$ cat src/rtl/store_narrow_buffer.sv
// store_narrow_buffer
// Narrows 32-bit store operands to byte/half/word and replicates them across
// byte lanes with little-endian byte enables. Buffers the stores in a FIFO and
// drains them to data memory over a req/ack handshake.
// Optional feature macro: STORE_ALIGN_CHECK_EN. When it is defined, misaligned
// requests are consumed, dropped and reported on st_adex. When it is undefined,
// st_adex is tied low and every accepted request is enqueued.
module store_narrow_buffer #(
    parameter int DEPTH = 4,
    parameter int CW    = 3
) (
    input  logic          clk,
    input  logic          rst,
    input  logic          st_valid,
    output logic          st_ready,
    input  logic [31:0]   st_addr,
    input  logic [31:0]   st_data,
    input  logic [1:0]    st_size,
    output logic          st_adex,
    output logic          mem_req,
    input  logic          mem_ack,
    output logic [31:0]   mem_addr,
    output logic [31:0]   mem_wdata,
    output logic [3:0]    mem_be,
    output logic [CW-1:0] count,
    output logic          empty
);

    localparam int            PW         = $clog2(DEPTH);
    localparam logic [CW-1:0] FULL_COUNT = CW'(DEPTH);

    typedef enum logic {
        S_IDLE = 1'b0,
        S_REQ  = 1'b1
    } state_t;

    state_t        r_state;
    logic          r_mem_req;
    logic [PW-1:0] r_wr_ptr;
    logic [PW-1:0] r_rd_ptr;
    logic [CW-1:0] r_count;

    logic [31:0]   r_addr_q  [DEPTH];
    logic [31:0]   r_wdata_q [DEPTH];
    logic [3:0]    r_be_q    [DEPTH];

    logic [1:0]    w_a;
    logic [31:0]   w_wdata;
    logic [3:0]    w_be;
    logic          w_misaligned;
    logic          w_accept;
    logic          w_push;
    logic          w_pop;
    logic [CW-1:0] w_count_next;

    assign w_a = st_addr[1:0];

    // Lane replication and byte-enable generation for the incoming store.
    // NOTE: every output gets a default before the case so no path leaves one unassigned (no latch).
    always_comb begin
        w_wdata = st_data;
        w_be    = 4'b1111;
        case (st_size)
            2'b00: begin
                w_wdata = {4{st_data[7:0]}};
                w_be    = 4'b0001 << w_a;
            end
            2'b01: begin
                w_wdata = {2{st_data[15:0]}};
                w_be    = w_a[1] ? 4'b1100 : 4'b0011;
            end
            default: begin
                // Word, and the reserved size handled as a word when it is not dropped.
                w_wdata = st_data;
                w_be    = 4'b1111;
            end
        endcase
    end

`ifdef STORE_ALIGN_CHECK_EN
    assign w_misaligned = (st_size == 2'b11)
                        || (st_size == 2'b10 && w_a != 2'b00)
                        || (st_size == 2'b01 && w_a[0]);
`else
    assign w_misaligned = 1'b0;
`endif

    assign st_ready = !rst && (r_count < FULL_COUNT);
    assign w_accept = st_valid && st_ready;
    assign w_push   = w_accept && !w_misaligned;
    // An ack only counts while the head is actually being offered.
    assign w_pop    = r_mem_req && mem_ack;

    // Occupancy after this edge; simultaneous push and pop cancel out.
    always_comb begin
        w_count_next = r_count;
        case ({w_push, w_pop})
            2'b10:   w_count_next = r_count + CW'(1);
            2'b01:   w_count_next = r_count - CW'(1);
            default: w_count_next = r_count;
        endcase
    end

    // Entry storage, written at the tail on every enqueue.
    // NOTE: storage has no reset; pointers and count alone decide which entries are live.
    always_ff @(posedge clk) begin
        if (w_push) begin
            r_addr_q[r_wr_ptr]  <= {st_addr[31:2], 2'b00};
            r_wdata_q[r_wr_ptr] <= w_wdata;
            r_be_q[r_wr_ptr]    <= w_be;
        end
    end

    // Pointer and occupancy bookkeeping; pointers wrap naturally at DEPTH.
    // NOTE: sequential state uses non-blocking assignments so every register samples pre-edge values.
    always_ff @(posedge clk) begin
        if (rst) begin
            r_wr_ptr <= '0;
            r_rd_ptr <= '0;
            r_count  <= '0;
        end else begin
            if (w_push) r_wr_ptr <= r_wr_ptr + PW'(1);
            if (w_pop)  r_rd_ptr <= r_rd_ptr + PW'(1);
            r_count <= w_count_next;
        end
    end

    // Drain FSM: offer the head whenever the buffer will hold something after this edge.
    always_ff @(posedge clk) begin
        if (rst) begin
            r_state   <= S_IDLE;
            r_mem_req <= 1'b0;
        end else begin
            case (r_state)
                S_IDLE: begin
                    if (w_count_next != '0) begin
                        r_state   <= S_REQ;
                        r_mem_req <= 1'b1;
                    end
                end
                S_REQ: begin
                    if (w_pop && w_count_next == '0) begin
                        r_state   <= S_IDLE;
                        r_mem_req <= 1'b0;
                    end
                end
                default: begin
                    r_state   <= S_IDLE;
                    r_mem_req <= 1'b0;
                end
            endcase
        end
    end

`ifdef STORE_ALIGN_CHECK_EN
    logic r_adex;

    // One-cycle pulse after each accepted misaligned request.
    always_ff @(posedge clk) begin
        if (rst) begin
            r_adex <= 1'b0;
        end else begin
            r_adex <= w_accept && w_misaligned;
        end
    end

    assign st_adex = r_adex;
`else
    assign st_adex = 1'b0;
`endif

    assign mem_req   = r_mem_req;
    assign mem_addr  = r_addr_q[r_rd_ptr];
    assign mem_wdata = r_wdata_q[r_rd_ptr];
    assign mem_be    = r_be_q[r_rd_ptr];
    assign count     = r_count;
    assign empty     = (r_count == '0);

endmodule

$ cat config.mk
export PLATFORM = sky130hd
export DESIGN_NAME = store_narrow_buffer
export DESIGN_NICKNAME = d
export VERILOG_FILES = /design/src/rtl/store_narrow_buffer.sv
export SDC_FILE = /design/constraint.sdc
export NUM_CORES = 1
export LEC_CHECK = 0
export BUFFER_PORTS_ARGS = -buffer_cell sky130_fd_sc_hd__buf_4
export CORE_MARGIN = 8
export CORE_UTILIZATION = 51
export CTS_CLUSTER_SIZE = 40
export DETAILED_ROUTE_END_ITERATION = 12
export PLACE_DENSITY = 0.84
export SLEW_MARGIN = 20
export SYNTH_ARGS = -nofsm -noshare
export SYNTH_HDL_FRONTEND = slang
export SYNTH_SLANG_ARGS = --single-unit
$ cat constraint.sdc
create_clock -name clk -period 2.43 [get_ports clk]
set_input_delay 0.243 -clock clk [delete_from_list [all_inputs] [get_ports clk]]
set_output_delay 0.243 -clock clk [all_outputs]
set_load 0.02 [all_outputs]
==> impl_metrics.tcl <==
set metrics [dict create \
    grt_use_met2_pct 29.90 \
    finish.utilization_pct 65.97 \
    grt_usage_pct 16.50 \
    globalRouteOverflowTotal 0 \
    final-seq-area_mm2 0.008159 \
    cts_made_buffers 28 \
    antenna_violations_before_repair 1 \
    finalHoldViolations 0 \
    drt_pre_antenna_iters 5 \
    route.vias.total 5231 \
    core-area_mm2 0.02023 \
    rows 52 \
    worstHoldPathType "in2reg" \
    clk_pin_slew_worst_paths_ns 0.06 \
    ratio_of_cells_with_drive_above_1_in_the_final_layout_pct 42.25 \
    final-instance-count-excl-fill 955 \
    post-synth-top-area-fraction_pct 75.48 \
    ys_seq_area_share_pct 77.58 \
    drt-wirelength-per-cell_um 22.37 \
    cts-htree-levels 1 \
    ys_ff_latch 275 \
    skew_ns 0.009408 \
    die_area_mm2 0.02544 \
    multiInputGateArea_mm2 0.002228 \
    power.density_mw_per_mm2 894.6 \
    post-synth-top-area-cell "edfxtp_1" \
    detailedRoute.firstIterationViolations 436 \
    die_height_um 159.5 \
    nets 741 \
    synth_enable_flop_cells 264 \
    power_leakage_uw 0.004542 \
    netlist_area_mm2 0.01050 \
    io_pins 145 \
    place.gp.congestion 0.7720 \
    reg2regPathDepth 10 \
    tritoncts "built" \
    synth_warnings 0 \
    dp_cells 865 \
    design_area_mm2 0.01335 \
    crit_fanout 7 \
    beginning_of_the_critical_path "count[2]$_SDFF_PP0_" \
    avgViaCountPerCell 5.477 \
    synth_commonest_cells "edfxtp_1 (264), mux4_2 (66), mux2_2 (16)" \
    number_of_global_route_vias_before_repair 5835 \
    synth.area.top_cells "edfxtp_1 (75%), mux4_2 (14%), dfxtp_1 (2.1%), mux2_2 (1.7%), mux2i_1 (0.76%)" \
    met3_usage_pct 3.335 \
    detail_route.drc_violations 0 \
    clock_insertion_delay_worst_skew_ns 0.53 \
    most_repeated_cell_in_the_gate_level_netlist_after_synthesis "edfxtp_1" \
    yosysUniqueCellTypes 32 \
    arrival_ns 2.75 \
    routed_wirelength_um 21370 \
    slew_violations 0 \
    fin_crit_sh_pct 96.89 \
    synth_cells 463 \
    dp_wirelength_um 12870 \
    detailed_place.area_mm2 0.01200 \
    grt_start_max_net_pins 67 \
    cp_startpoint_kind "flop" \
    rr_startpoint "count[2]$_SDFF_PP0_" \
    timing.max_cap.violations 0 \
    worst-slew-pin-transition_ns 0.6317 \
    cp.required_ns 2.82 \
    hold_depth 3 \
    cts-root-to-sink-buffers 3 \
    gr-usage-met1_pct 18.73 \
    detail-route-antenna-nets 0 \
    die_w_um 159.5 \
    timing.final.crit_period_ns 2.354 \
    async_flop_share_pct 0 \
    n_fill_cell 1275 \
    initial_core_util_pct 51.90 \
    tritoncts_num_sinks 275 \
    clock.fmax_mhz 424.7 \
    area_growth_pct 27.09 \
    ys.flop_type "edfxtp_1" \
    clockRootBuffer "clkbuf_16" \
    max_slew_margin_vs_limit_pct 57.44 \
    vdd_drop_max_mv 0.6161 \
    crit_type "reg2reg" \
    gr-max-usage-layer "met2" \
    postSynthAreaPerCell_um2 22.68 \
    setup_viol 0 \
    setup.worst_path.end_class "flop" \
    number_of_port_buffers 141 \
    outcome "completed" \
    worst_hold_startpoint "mem_ack" \
    grt_pass1_wl_um 32710 \
]
sequential cells by signal, indices dropped and copies added, names as in the netlist, named ones only:
name,cells
r_state,1
r_addr_q,120
mem_req,1
r_be_q,16
r_wdata_q,128
count,3
r_wr_ptr,2
r_rd_ptr,2
through the flow:
step | worst slack, ns | hold slack, ns | setup TNS [ns] | total power (µW)
2_1_floorplan | 0.02956 | 0.3419 | 0 | 6960
3_3_place_gp | 0.2024 | 0.4410 | 0 | 7739
3_5_place_dp | -0.0001090 | 0.4457 | -0.0001090 | 7816
4_1_cts | 0.01548 | 0.04820 | 0 | 11990
5_1_grt | -0.03655 | 0.04967 | -0.03655 | 12380
6_report | 0.07563 | 0.07133 | 0 | 11940
where the power goes:
part | switching [µW] | leakage [µW] | internal, µW
logic | 1150 | 0.00162 | 1090
clock network | 1630 | 0.000438 | 2500
registers | 127 | 0.00249 | 5450
worst max-delay path, stage by stage, from the launching register on:
cell and delay, ns:
dfxtp_4 0.39, nor2_2 0.05, and2_2 0.21, inv_1 0.09
ha_2 0.22, inv_1 0.08, fa_2 0.35, xor2_2 0.22
mux2_4 0.33, o21bai_1 0.19, a221oi_2 0.08
logic make-up (layout without fill, tap and decap cells):
family,count (synthesis),in the layout,synth area share [%]
other cells,1,4,0.03571
compound gates,19,19,1.167
mux,91,91,16.74
simple gates,35,35,1.549
flops,275,275,77.58
fa+ha+maj,6,6,0.7863
buf+inv,31,250,1.727
xor+xnor,5,5,0.4169
cells in the final DEF, fill, tap and decap left out, drive strengths merged, types with 5 or more instances in the layout:
cell,count
mux2,17
ha,5
o21ai,9
inv,9
mux4,66
mux2i,8
buf,152
dfxtp,11
clkbuf,39
clkinv,8
nor2,11
dlygate4sd3,39
edfxtp,264
nand2,11
final cells by class:
type / count / share of cell area [%]
diodes: 1 / 0.01875
clock buffers: 38 / 5.690
clock inverters: 11 / 1.031
inverters: 9 / 0.2531
repair buffers: 192 / 12.65
flip-flops and latches: 275 / 61.13
well taps: 270 / 2.531
multi-input cells: 159 / 16.69
per-layer routing:
layer | share of wire (%) | wire (µm)
met5 | 0 | 0
met4 | 3.0 | 641
met3 | 5.2 | 1121
met2 | 54 | 11510
met1 | 38 | 8096
timing repair:
item,in CTS,in global routing
setup buffers,0,0
resized for setup,1,10
hold endpoints to repair,163,0
cloned,0,1
hold buffers,39,0
endpoints found under the setup margin,1,5
pin swaps,0,2
path summary, 6_finish.rpt:
path	slack, ns	endpoint
worst min register to register	0.53	mem_req$_SDFFE_PP0P_
worst max-delay path	0.08	mem_req$_SDFFE_PP0P_
worst max register to register	0.08	mem_req$_SDFFE_PP0P_
worst min-delay path	0.07	mem_req$_SDFFE_PP0P_
(Power assumes the default switching activity.)
